==> src/rtl/ranging_pkg.sv <==
// Shared types and constant helpers for the ultrasonic ranging scheduler.
package ranging_pkg;

    localparam int RAW_W = 21;
    localparam int TMR_W = 23;
    localparam int CNT_W = 4;

    typedef enum logic [2:0] {
        IDLE,
        HOLDOFF,
        FIRE,
        WAIT,
        CLASSIFY
    } state_t;

    typedef enum logic [1:0] {
        NEAR,
        FAR,
        NEUTRAL
    } class_t;

    // Echo width in clk cycles for a distance: 58 us per cm, round trip.
    function automatic logic [RAW_W-1:0] cm_to_count(input int cm, input int mhz);
        return RAW_W'(cm * 58 * mhz);
    endfunction

    function automatic logic [TMR_W-1:0] ms_to_cycles(input int ms, input int mhz);
        return TMR_W'(ms * 1000 * mhz - 1);
    endfunction

    function automatic logic [CNT_W-1:0] sat_inc(input logic [CNT_W-1:0] v);
        return (v == '1) ? v : v + 1'b1;
    endfunction

endpackage

==> src/rtl/median3.sv <==
// Combinational median of three unsigned values.
module median3 #(
    parameter int W = 21
) (
    input  logic [W-1:0] a,
    input  logic [W-1:0] b,
    input  logic [W-1:0] c,
    output logic [W-1:0] med
);

    logic [W-1:0] lo;
    logic [W-1:0] hi;

    always_comb begin
        lo = (a < b) ? a : b;
        hi = (a < b) ? b : a;
        if (c < lo)
            med = lo;
        else if (c > hi)
            med = hi;
        else
            med = c;
    end

endmodule

==> src/rtl/ranging_scheduler.sv <==
// Periodic ranger sequencing with watchdog, hysteresis and debounce.
// Define RANGING_MEDIAN3_EN to classify on a 3-sample running median.
module ranging_scheduler
    import ranging_pkg::*;
#(
    parameter int CLK_MHZ     = 50,
    parameter int NEAR_CM     = 50,
    parameter int FAR_CM      = 70,
    parameter int NEAR_N      = 3,
    parameter int FAR_N       = 5,
    parameter int HOLDOFF_MS  = 60,
    parameter int WATCHDOG_MS = 30
) (
    input  logic             clk,
    input  logic             rst,
    input  logic             enable,
    output logic             start,
    input  logic [RAW_W-1:0] distance_raw,
    input  logic             new_measure,
    input  logic             timeout,
    output logic             screen_off,
    output logic             sample_valid,
    output logic [RAW_W-1:0] last_raw,
    output logic             sensor_fault
);

    localparam logic [RAW_W-1:0] NEAR_COUNT = cm_to_count(NEAR_CM, CLK_MHZ);
    localparam logic [RAW_W-1:0] FAR_COUNT  = cm_to_count(FAR_CM, CLK_MHZ);
    localparam logic [TMR_W-1:0] HOLD_LD    = ms_to_cycles(HOLDOFF_MS, CLK_MHZ);
    localparam logic [TMR_W-1:0] WDOG_LD    = ms_to_cycles(WATCHDOG_MS, CLK_MHZ);
    localparam logic [CNT_W-1:0] NEAR_TH    = CNT_W'(NEAR_N);
    localparam logic [CNT_W-1:0] FAR_TH     = CNT_W'(FAR_N);

    state_t           state;
    logic [TMR_W-1:0] timer;
    logic [CNT_W-1:0] near_cnt;
    logic [CNT_W-1:0] far_cnt;
    logic [CNT_W-1:0] near_nx;
    logic [CNT_W-1:0] far_nx;
    logic [RAW_W-1:0] sample;
    logic             cls_done;
    class_t           cls;

    assign sample = timeout ? {RAW_W{1'b1}} : distance_raw;

`ifdef RANGING_MEDIAN3_EN
    logic [RAW_W-1:0] h0, h1, h2;
    logic [RAW_W-1:0] med;
    logic [RAW_W-1:0] med_q;
    logic [1:0]       fill;
    logic             phase;

    median3 #(.W(RAW_W)) u_median3 (
        .a   (h0),
        .b   (h1),
        .c   (h2),
        .med (med)
    );

    assign cls_done = phase;
`else
    logic to_q;

    assign cls_done = 1'b1;
`endif

    always_comb begin
        cls = NEUTRAL;
`ifdef RANGING_MEDIAN3_EN
        if (fill == 2'd3) begin
            if (med_q < NEAR_COUNT)
                cls = NEAR;
            else if (med_q >= FAR_COUNT)
                cls = FAR;
        end
`else
        if (to_q)
            cls = FAR;
        else if (last_raw < NEAR_COUNT)
            cls = NEAR;
        else if (last_raw >= FAR_COUNT)
            cls = FAR;
`endif
        near_nx = near_cnt;
        far_nx  = far_cnt;
        unique case (cls)
            NEAR: begin
                near_nx = sat_inc(near_cnt);
                far_nx  = '0;
            end
            FAR: begin
                far_nx  = sat_inc(far_cnt);
                near_nx = '0;
            end
            default: ;
        endcase
    end

    always_ff @(posedge clk) begin
        if (rst) begin
            state        <= IDLE;
            timer        <= '0;
            near_cnt     <= '0;
            far_cnt      <= '0;
            start        <= 1'b0;
            screen_off   <= 1'b0;
            sample_valid <= 1'b0;
            last_raw     <= '0;
            sensor_fault <= 1'b0;
`ifdef RANGING_MEDIAN3_EN
            h0    <= '0;
            h1    <= '0;
            h2    <= '0;
            med_q <= '0;
            fill  <= '0;
            phase <= 1'b0;
`else
            to_q <= 1'b0;
`endif
        end else begin
            start        <= 1'b0;
            sample_valid <= 1'b0;
            unique case (state)
                IDLE: begin
                    if (enable) begin
                        timer <= HOLD_LD;
                        state <= HOLDOFF;
                    end
                end
                HOLDOFF: begin
                    if (timer != '0) begin
                        timer <= timer - 1'b1;
                    end else if (enable) begin
                        start <= 1'b1;
                        state <= FIRE;
                    end else begin
                        // Leaving service: forget the debounce history.
                        screen_off <= 1'b0;
                        near_cnt   <= '0;
                        far_cnt    <= '0;
`ifdef RANGING_MEDIAN3_EN
                        fill <= '0;
`endif
                        state <= IDLE;
                    end
                end
                FIRE: begin
                    timer <= WDOG_LD;
                    state <= WAIT;
                end
                WAIT: begin
                    if (new_measure) begin
                        last_raw <= sample;
`ifdef RANGING_MEDIAN3_EN
                        h0    <= sample;
                        h1    <= h0;
                        h2    <= h1;
                        fill  <= (fill == 2'd3) ? fill : fill + 2'd1;
                        phase <= 1'b0;
`else
                        to_q <= timeout;
`endif
                        state <= CLASSIFY;
                    end else if (timer == '0) begin
                        sensor_fault <= 1'b1;
                        timer        <= HOLD_LD;
                        state        <= HOLDOFF;
                    end else begin
                        timer <= timer - 1'b1;
                    end
                end
                CLASSIFY: begin
                    if (cls_done) begin
                        near_cnt <= near_nx;
                        far_cnt  <= far_nx;
                        if (near_nx >= NEAR_TH)
                            screen_off <= 1'b1;
                        else if (far_nx >= FAR_TH)
                            screen_off <= 1'b0;
                        sample_valid <= 1'b1;
                        timer        <= HOLD_LD;
                        state        <= HOLDOFF;
                    end
`ifdef RANGING_MEDIAN3_EN
                    else begin
                        med_q <= med;
                        phase <= 1'b1;
                    end
`endif
                end
                default: state <= IDLE;
            endcase
        end
    end

endmodule

==> config.mk <==
export PLATFORM = sky130hd
export DESIGN_NAME = ranging_scheduler
export DESIGN_NICKNAME = d
export VERILOG_FILES = /design/src/rtl/ranging_pkg.sv /design/src/rtl/median3.sv /design/src/rtl/ranging_scheduler.sv
export SDC_FILE = /design/constraint.sdc
export NUM_CORES = 1
export LEC_CHECK = 0
export BUFFER_PORTS_ARGS = -buffer_cell sky130_fd_sc_hd__buf_2
export CAP_MARGIN = 20
export CORE_AREA = 2 2 114 116
export CTS_BUF_LIST = sky130_fd_sc_hd__clkbuf_8 sky130_fd_sc_hd__clkbuf_16
export CTS_CLUSTER_SIZE = 30
export DETAILED_ROUTE_END_ITERATION = 8
export DIE_AREA = 0 0 116 118
export GPL_ROUTABILITY_DRIVEN = 0
export PLACE_DENSITY = 0.52
export SLEW_MARGIN = 20
export SYNTH_ARGS = -nofsm -noshare
export SYNTH_HDL_FRONTEND = slang
export SYNTH_SLANG_ARGS = --single-unit
export TNS_END_PERCENT = 50
==> constraint.sdc <==
create_clock -name clk -period 4.4 [get_ports clk]
set_input_delay 0.44 -clock clk [delete_from_list [all_inputs] [get_ports clk]]
set_output_delay 0.44 -clock clk [all_outputs]
set_load 0.05 [all_outputs]
==> results of run 1 <==
-- sequential cells by signal, summed over array words and instances, names as in the netlist --
register      flops
far_cnt           4
timer            23
start             1
last_raw         21
near_cnt          4
sample_valid      1
screen_off        1
sensor_fault      1
state             3
to_q              1
-- cells in the mapped netlist, types with 7 or more instances --
library cell	number
nand3_1	12
a311oi_1	7
nor2_1	74
dfxtp_1	60
inv_1	13
clkbuf_1	18
nand2_1	16
nor3_1	21
a21oi_1	19
a211oi_1	29
o21ai_0	10
-- power by group --
group	switching [mW]	internal, mW	leakage (nW)
clock network	0.267	0.382	0.124
logic	0.108	0.0638	0.864
registers	0.0264	0.562	0.488
-- routing by layer --
layer  part of all wire, %  wire length (microns)  GRT usage [%]
met1                    47                   4090           17.3
met5                     0                      0              0
met4                  0.80                     70           5.21
met2                    48                   4220           21.7
met3                   4.4                    386           1.91
-- worst max-delay path, cell delays in order, from the launching register on --
cell and delay (ns):
dfxtp_1 0.35, nor4_1 0.68, nand4_2 0.50, o31a_1 0.61, nand2b_1 0.14, a21oi_1 0.07, a311oi_1 0.24
-- cell usage in the layout (no fill, tap or decap), types with 7 or more instances in the layout --
| cell | count |
|---|---|
| nor2_1 | 73 |
| dfxtp_1 | 60 |
| buf_2 | 50 |
| a211oi_1 | 29 |
| nor3_1 | 20 |
| a21oi_1 | 19 |
| nand2_1 | 16 |
| inv_1 | 13 |
| nand3_1 | 12 |
| o21ai_0 | 10 |
| clkbuf_16 | 9 |
| a311oi_1 | 7 |
-- logic make-up (layout without fill, tap and decap cells) --
kind of cell / Yosys count / count (layout)
buf+inv: 35 / 81
compound gates: 123 / 123
simple gates: 173 / 173
fa+ha+maj: 3 / 3
mux: 3 / 3
flops: 60 / 60
xor+xnor: 4 / 4
-- area by class of cell --
class	instances	area (sq um)
clock inverters	7	52.6
inverters	13	48.8
repair buffers	52	265
multi-input cells	306	1940
flip-flops and latches	60	1200
clock buffers	9	225
fillers	1334	8470
well taps	172	215
-- final timing paths --
check            endpoint  slack [ns]  cells past startpoint
min          last_raw[14]        0.40                      3
max reg2reg     timer[15]        1.71                      6
max             timer[15]        1.71                      6
min reg2reg     timer[22]        0.48                      1
==> metrics.csv, run 1 <==
metric;value;unit
syn2layout_area_growth;20.7;%
via_per_inst;5.10;
n_antenna_cell;0;
p_per_area;357;nW/um^2
initial_core_util;26.3;%
die_x;116;microns
coreArea;12400;sq um
fmax;372;MHz
placedCellCount;603;
synth_top_family_by_area;compound AO/OA/AOI/OAI gates;
p_leak;1.48;nW
ir_drop;218;uV
grt_usage;13.2;%
synth-simple-area-share;27.0;%
synth.avg_cell_area;8.16;sq um
synth_seq_cells;60;
wire_per_inst;14.2;microns
total_power;1.41;mW
cts_setup_buffers;0;
dieArea;13700;sq um
hpwlAfterDp;6000;microns
fin_util;31.8;%
syn-instance-count;401;
synth_area_leaders;dfxtp_1 (37%), nor2_1 (8.5%), a211oi_1 (6.7%);
vias;3159;
setup_viol;0;
cts-root-buf;clkbuf_16;
io_pins;51;
fin_area;3950;sq um
crit_path_end_kind;flip-flop;
cts.repair.resized;0;
antenna_found_initial;0;
start_kind;flip-flop;
worstPathArrival;2.92;ns
fin_cells;619;
rsz0062_at_grt;false;
worstPathRequired;4.63;ns
synth_ff_type;dfxtp_1;
grt.overflow.total;0;
outcome;complete, no violations;
syn_nets;430;
die_y;118;microns
yosys.area_share.adder;1.15;%
synth_area_leader_cell;dfxtp_1;
finalCritPeriodShare;61.1;%
drv_slew;0;
async_flop_share;0;%
numClockSinks;60;
path_class;reg2reg;
antenna_left;0;
drc_errors;0;
worst_slew_pin_slew;0.968;ns
placed_area;3660;sq um
clock_tree.buffer_depth;2;
drive_gt1_share;19.9;%
cap_violations;0;
setup_tns;0;ns
synthMuxAreaShare;0.956;%
htreeDepth;3;
rr_startpoint;timer[3];
hold_start;distance_raw[14];
pre_cts_ws;1.80;ns
cp_max_fo;12;
whs;0.399;ns
totalWireLength;8770;microns
slew_headroom;35.3;%
path_clk_slew;0.06;ns
seq_area_frac_synth;36.7;%
timing.final.hold_violations;0;
grt_max_degree;52;
period_minus_slack;2.69;ns
synth_area;3270;sq um
startpoint;timer[3];
synth-xor-area-share;1.07;%
finalWorstSetupSlack;1.71;ns
grt_pass1_vias;2998;
port_buffers;50;
synth_warnings;0;
hold_path_class;in2reg;
insertion_delay;0.33;ns
drt_iter0_drc;259;
grt_pass1_wl;14700;microns
yosysTopAreaCellShare;36.7;%
tritoncts;built;
synth_edf_count;0;
std_cell_rows;41;
synth_compound_area_share;28.7;%
nets;471;
drtPass1Iterations;4;
fin_worst_skew;0.00770;ns
cts_buffers;9;
holdBufCountCts;0;
yosysUniqueCellTypes;68;
Power figures use the tool's default switching activity.
==> run 2, diff against run 1 <==
- clock period: 4.4 -> 2.74 ns (I/O delays scaled with it)
==> metrics.csv, run 2 (synthesis results as in run 1) <==
metric;value;unit;change
p_per_area;566;nW/um^2;+59%
die_y;118;microns;unchanged
total_power;2.27;mW;+61%
cts_buffers;9;;unchanged
reg2regPathDepth;6;;unchanged
period_minus_slack;2.60;ns;-0.0919 ns
io_pins;51;;unchanged
layout_commonest_cell;nor2_1;;
fin_cells;627;;+1.3%
path_clk_slew;0.05;ns;about the same
setup_viol;0;;unchanged
via_per_inst;5.07;;-0.56%
seqCellArea;1200;sq um;unchanged
coreArea;12400;sq um;unchanged
hold_path_class;in2reg;;
cap_violations;0;;unchanged
n_antenna_cell;0;;unchanged
drv_slew;0;;unchanged
cp_slowest_cell;or4b_4;;
final.fill_count;1350;;+1.2%
layout_common_cells;nor2_1 (73), dfxtp_1 (60), buf_2 (50);;
finalCritPeriodShare;94.7;%;+34 points
path_class;reg2reg;;
grt.overflow.total;0;;unchanged
rr_startpoint;timer[14];;
r2r_slack;0.14;ns;-1.57 ns
largest_reg_flops;23;;unchanged
grt_pass1_wl;14800;microns;+0.56%
grt_max_degree;44;;-15%
tritoncts;built;;
worstPathRequired;2.97;ns;-1.66 ns
setup_tns;0;ns;unchanged
p_leak;1.54;nW;+4.4%
timing.final.hold_violations;0;;unchanged
port_buffers;50;;unchanged
largest_register;timer;;
ir_drop;239;uV;+9.8%
min_path_cells;3;;unchanged
cts_setup_buffers;0;;unchanged
max_stage_delay;0.62;ns;-0.06 ns
drt_iter0_drc;149;;-42%
vias;3182;;+0.73%
reg.largest.list;timer x23, last_raw x21;;
grt_pass1_vias;3074;;+2.5%
rsz0062_at_grt;false;;
placed_area;3730;sq um;+1.8%
initial_core_util;26.3;%;unchanged
die_x;116;microns;unchanged
antenna_left;0;;unchanged
worstPathArrival;2.82;ns;-0.10 ns
cts-root-buf;clkbuf_16;;
cp_max_fo;12;;unchanged
antenna_found_initial;0;;unchanged
numClockSinks;60;;unchanged
path_cells;or4_4 > or4b_4 > o31a_1 > nand2b_1 > a21oi_1 > a311oi_1;;
hold_start;distance_raw[20];;
r2r-end;timer[15];;
grt_usage;13.4;%;+0.15 points
worst_slew_pin_slew;0.746;ns;-0.222 ns
nets;480;;+1.9%
crit_family;simple AND/OR/NAND/NOR gates;;
drive_gt1_share;20.7;%;+0.75 points
slew_headroom;50.2;%;+15 points
cts.repair.resized;0;;unchanged
hold_end;last_raw[20];;
totalWireLength;8670;microns;-1.1%
crit_path_end_kind;flip-flop;;
drtPass1Iterations;4;;unchanged
fin_util;32.2;%;+0.44 points
outcome;complete, no violations;;
fin_area;4000;sq um;+1.4%
wire_per_inst;13.8;microns;-2.3%
multi_input_area;1930;sq um;-0.26%
holdBufCountCts;0;;unchanged
fin_worst_skew;0.00918;ns;+0.00148 ns
std_cell_rows;41;;unchanged
fmax;385;MHz;+3.5%
htreeDepth;3;;unchanged
dieArea;13700;sq um;unchanged
drc_errors;0;;unchanged
clock_tree.buffer_depth;2;;unchanged
worst-path-buf-inv;0;;unchanged
hpwlAfterDp;6230;microns;+3.7%
start_kind;flip-flop;;
syn2layout_area_growth;22.4;%;
insertion_delay;0.32;ns;about the same
placedCellCount;612;;+1.5%
run 2: cell types whose count changed in the layout (fill, tap and decap cells not counted):
cell / delta
clkinv_2: +1
nor3_1: +1
inv_1: +2
clkinvlp_4: -4
nor3_2: -1
clkinv_4: -1
buf_4: +9
clkbuf_8: +2
inv_6: -1
run 2: power by group:
group	leakage, nW	switching (mW)	internal, mW
Clock	0.144	0.385	0.645
Sequential	0.488	0.0429	0.904
Combinational	0.908	0.174	0.116
run 2: worst max path at each step:
stage	endpoint	slack (ns)	from	cells past startpoint
6_report	timer[15]	0.14	timer[14]	6
5_1_grt	timer[15]	0.03	timer[14]	6
4_1_cts	timer[15]	0.19	timer[14]	6
3_5_place_dp	timer[9]	0.21	timer[14]	6
3_3_place_gp	timer[15]	0.26	timer[14]	6
2_1_floorplan	far_cnt[0]	0.39	timer[14]	6
run 2: stage by stage:
step	hold WS, ns	setup slack [ns]
after global placement	0.459	0.255
after floorplan	0.450	0.394
after global routing	0.253	0.0280
final	0.240	0.145
after detailed placement	0.468	0.214
after CTS	0.230	0.187
run 2: layer usage:
metal	global-route usage [%]	vias to the layer above	part of all wire, %
met1	17.3	1503	46
met4	5.36	0	1.5
li1	-	1604	-
met2	21.3	65	48
met5	0	-	0
met3	3.09	10	3.9
run 2: area by class of cell:
class | instances | area share [%]
Clock inverter | 4 | 0.438
Multi-Input combinational cell | 306 | 48.3
Clock buffer | 11 | 6.31
Tap cell | 172 | 5.38
Timing Repair Buffer | 61 | 8.32
Inverter | 13 | 1.22
Sequential cell | 60 | 30.0
run 2: worst reg2reg max path, cell delays in order, from the launching register on:
cell and delay, ns:
dfxtp_1 0.35, or4_4 0.58, or4b_4 0.62, o31a_1 0.45
nand2b_1 0.14, a21oi_1 0.08, a311oi_1 0.27
==> run 3, diff against run 2 <==
- RECOVER_POWER: not set -> 50
- SLEW_MARGIN: 20 -> not set
==> metrics.csv, run 3 (synthesis results as in run 1) <==
metric;value;unit;change
outcome;complete, no violations;;
grt_usage;13.4;%;unchanged
hpwlAfterDp;6230;microns;unchanged
largest_reg_flops;23;;unchanged
crit_path_end_kind;flip-flop;;
insertion_delay;0.32;ns;about the same
total_power;2.27;mW;about the same
die_y;118;microns;unchanged
worstPathArrival;2.81;ns;about the same
n_antenna_cell;0;;unchanged
cts_setup_buffers;0;;unchanged
rsz0062_at_grt;false;;
layout_common_cells;nor2_1 (73), dfxtp_1 (60), a211oi_1 (29);;
grt.overflow.total;0;;unchanged
cts_buffers;9;;unchanged
syn2layout_area_growth;21.2;%;
timing.final.hold_violations;0;;unchanged
antenna_found_initial;0;;unchanged
reg.largest.list;timer x23, last_raw x21;;
initial_core_util;26.3;%;unchanged
numClockSinks;60;;unchanged
seqCellArea;1200;sq um;unchanged
nets;480;;unchanged
grt_pass1_vias;3074;;unchanged
cts-root-buf;clkbuf_16;;
htreeDepth;3;;unchanged
layout_commonest_cell;nor2_1;;
drive_gt1_share;14.9;%;-5.7 points
fmax;387;MHz;+0.51%
drt_iter0_drc;151;;+1.3%
slew_headroom;44.4;%;-5.8 points
holdBufCountCts;0;;unchanged
p_per_area;572;nW/um^2;+0.98%
start_kind;flip-flop;;
period_minus_slack;2.58;ns;-0.0130 ns
fin_area;3960;sq um;-1.0%
std_cell_rows;41;;unchanged
io_pins;51;;unchanged
multi_input_area;1930;sq um;-0.32%
vias;3165;;-0.53%
tritoncts;built;;
path_cells;or4_4 > or4b_4 > o31a_1 > nand2b_1 > a21oi_1 > a311oi_1;;
fin_worst_skew;0.00925;ns;+0.0000715 ns
p_leak;1.43;nW;-7.3%
wire_per_inst;13.9;microns;+0.28%
via_per_inst;5.05;;-0.53%
port_buffers;50;;unchanged
path_clk_slew;0.05;ns;about the same
setup_tns;0;ns;unchanged
worstPathRequired;2.97;ns;about the same
worst-path-buf-inv;0;;unchanged
crit_family;simple AND/OR/NAND/NOR gates;;
placedCellCount;612;;unchanged
placed_area;3730;sq um;unchanged
dieArea;13700;sq um;unchanged
cp_slowest_cell;or4b_4;;
die_x;116;microns;unchanged
clock_tree.buffer_depth;2;;unchanged
setup_viol;0;;unchanged
cp_max_fo;12;;unchanged
cap_violations;0;;unchanged
finalCritPeriodShare;94.2;%;-0.48 points
drc_errors;0;;unchanged
totalWireLength;8700;microns;+0.28%
fin_cells;627;;unchanged
grt_pass1_wl;14800;microns;unchanged
coreArea;12400;sq um;unchanged
worst_slew_pin_slew;0.835;ns;+0.0886 ns
drtPass1Iterations;4;;unchanged
cts.repair.resized;0;;unchanged
final.fill_count;1363;;+0.96%
hold_path_class;in2reg;;
largest_register;timer;;
drv_slew;0;;unchanged
max_stage_delay;0.62;ns;about the same
grt_max_degree;44;;unchanged
ir_drop;239;uV;+0.18%
path_class;reg2reg;;
antenna_left;0;;unchanged
-- run 3: cell types whose count changed in the layout (fill, tap and decap cells not counted), sizes merged --
cell    change
buf        -26
clkbuf     +26
-- run 3: layout make-up --
| class | count | share of cell area, % |
|---|---|---|
| inverter | 13 | 1.23 |
| tap | 172 | 5.43 |
| clock inverter | 4 | 0.442 |
| sequential | 60 | 30.3 |
| multi-input combinational | 306 | 48.7 |
| clock buffer | 11 | 6.38 |
| timing repair buffer | 61 | 7.55 |
-- run 3: path summary, 6_finish.rpt --
check / to / depth (start not counted) / slack, ns / start
worst max-delay path: timer[15] / 6 / 0.16 / timer[14]
worst max register to register: timer[15] / 6 / 0.16 / timer[14]
worst min register to register: sensor_fault / 2 / 0.47 / sensor_fault
worst min-delay path: last_raw[20] / 3 / 0.24 / distance_raw[20]
-- run 3: metrics by stage --
stage | hold slack [ns] | util, % | setup slack (ns)
after global placement | 0.459 | 30.1 | 0.255
after floorplan | 0.450 | - | 0.394
after global routing | 0.253 | 31.9 | 0.0280
after CTS | 0.230 | 32.2 | 0.187
after detailed placement | 0.468 | 30.1 | 0.214
final | 0.239 | 31.9 | 0.158
-- run 3: routing by layer --
| metal | track usage, % | vias up | wire [microns] |
|---|---|---|---|
| met3 | 3.09 | 10 | 324 |
| met2 | 21.3 | 69 | 4170 |
| met4 | 5.36 | 0 | 133 |
| met5 | 0 | - | 0 |
| met1 | 17.3 | 1486 | 4070 |
| li1 | - | 1600 | - |
-- run 3: tightest hold or removal path, cell delays in order --
cell	delay, ns
buf_2	0.10
nor2_1	0.07
a211oi_1	0.07
-- run 3: power by group --
group | internal (mW) | total (mW) | switching [mW]
Clock | 0.645 | 1.03 | 0.385
Sequential | 0.904 | 0.947 | 0.0428
Combinational | 0.116 | 0.289 | 0.173
Total | 1.67 | 2.27 | 0.601
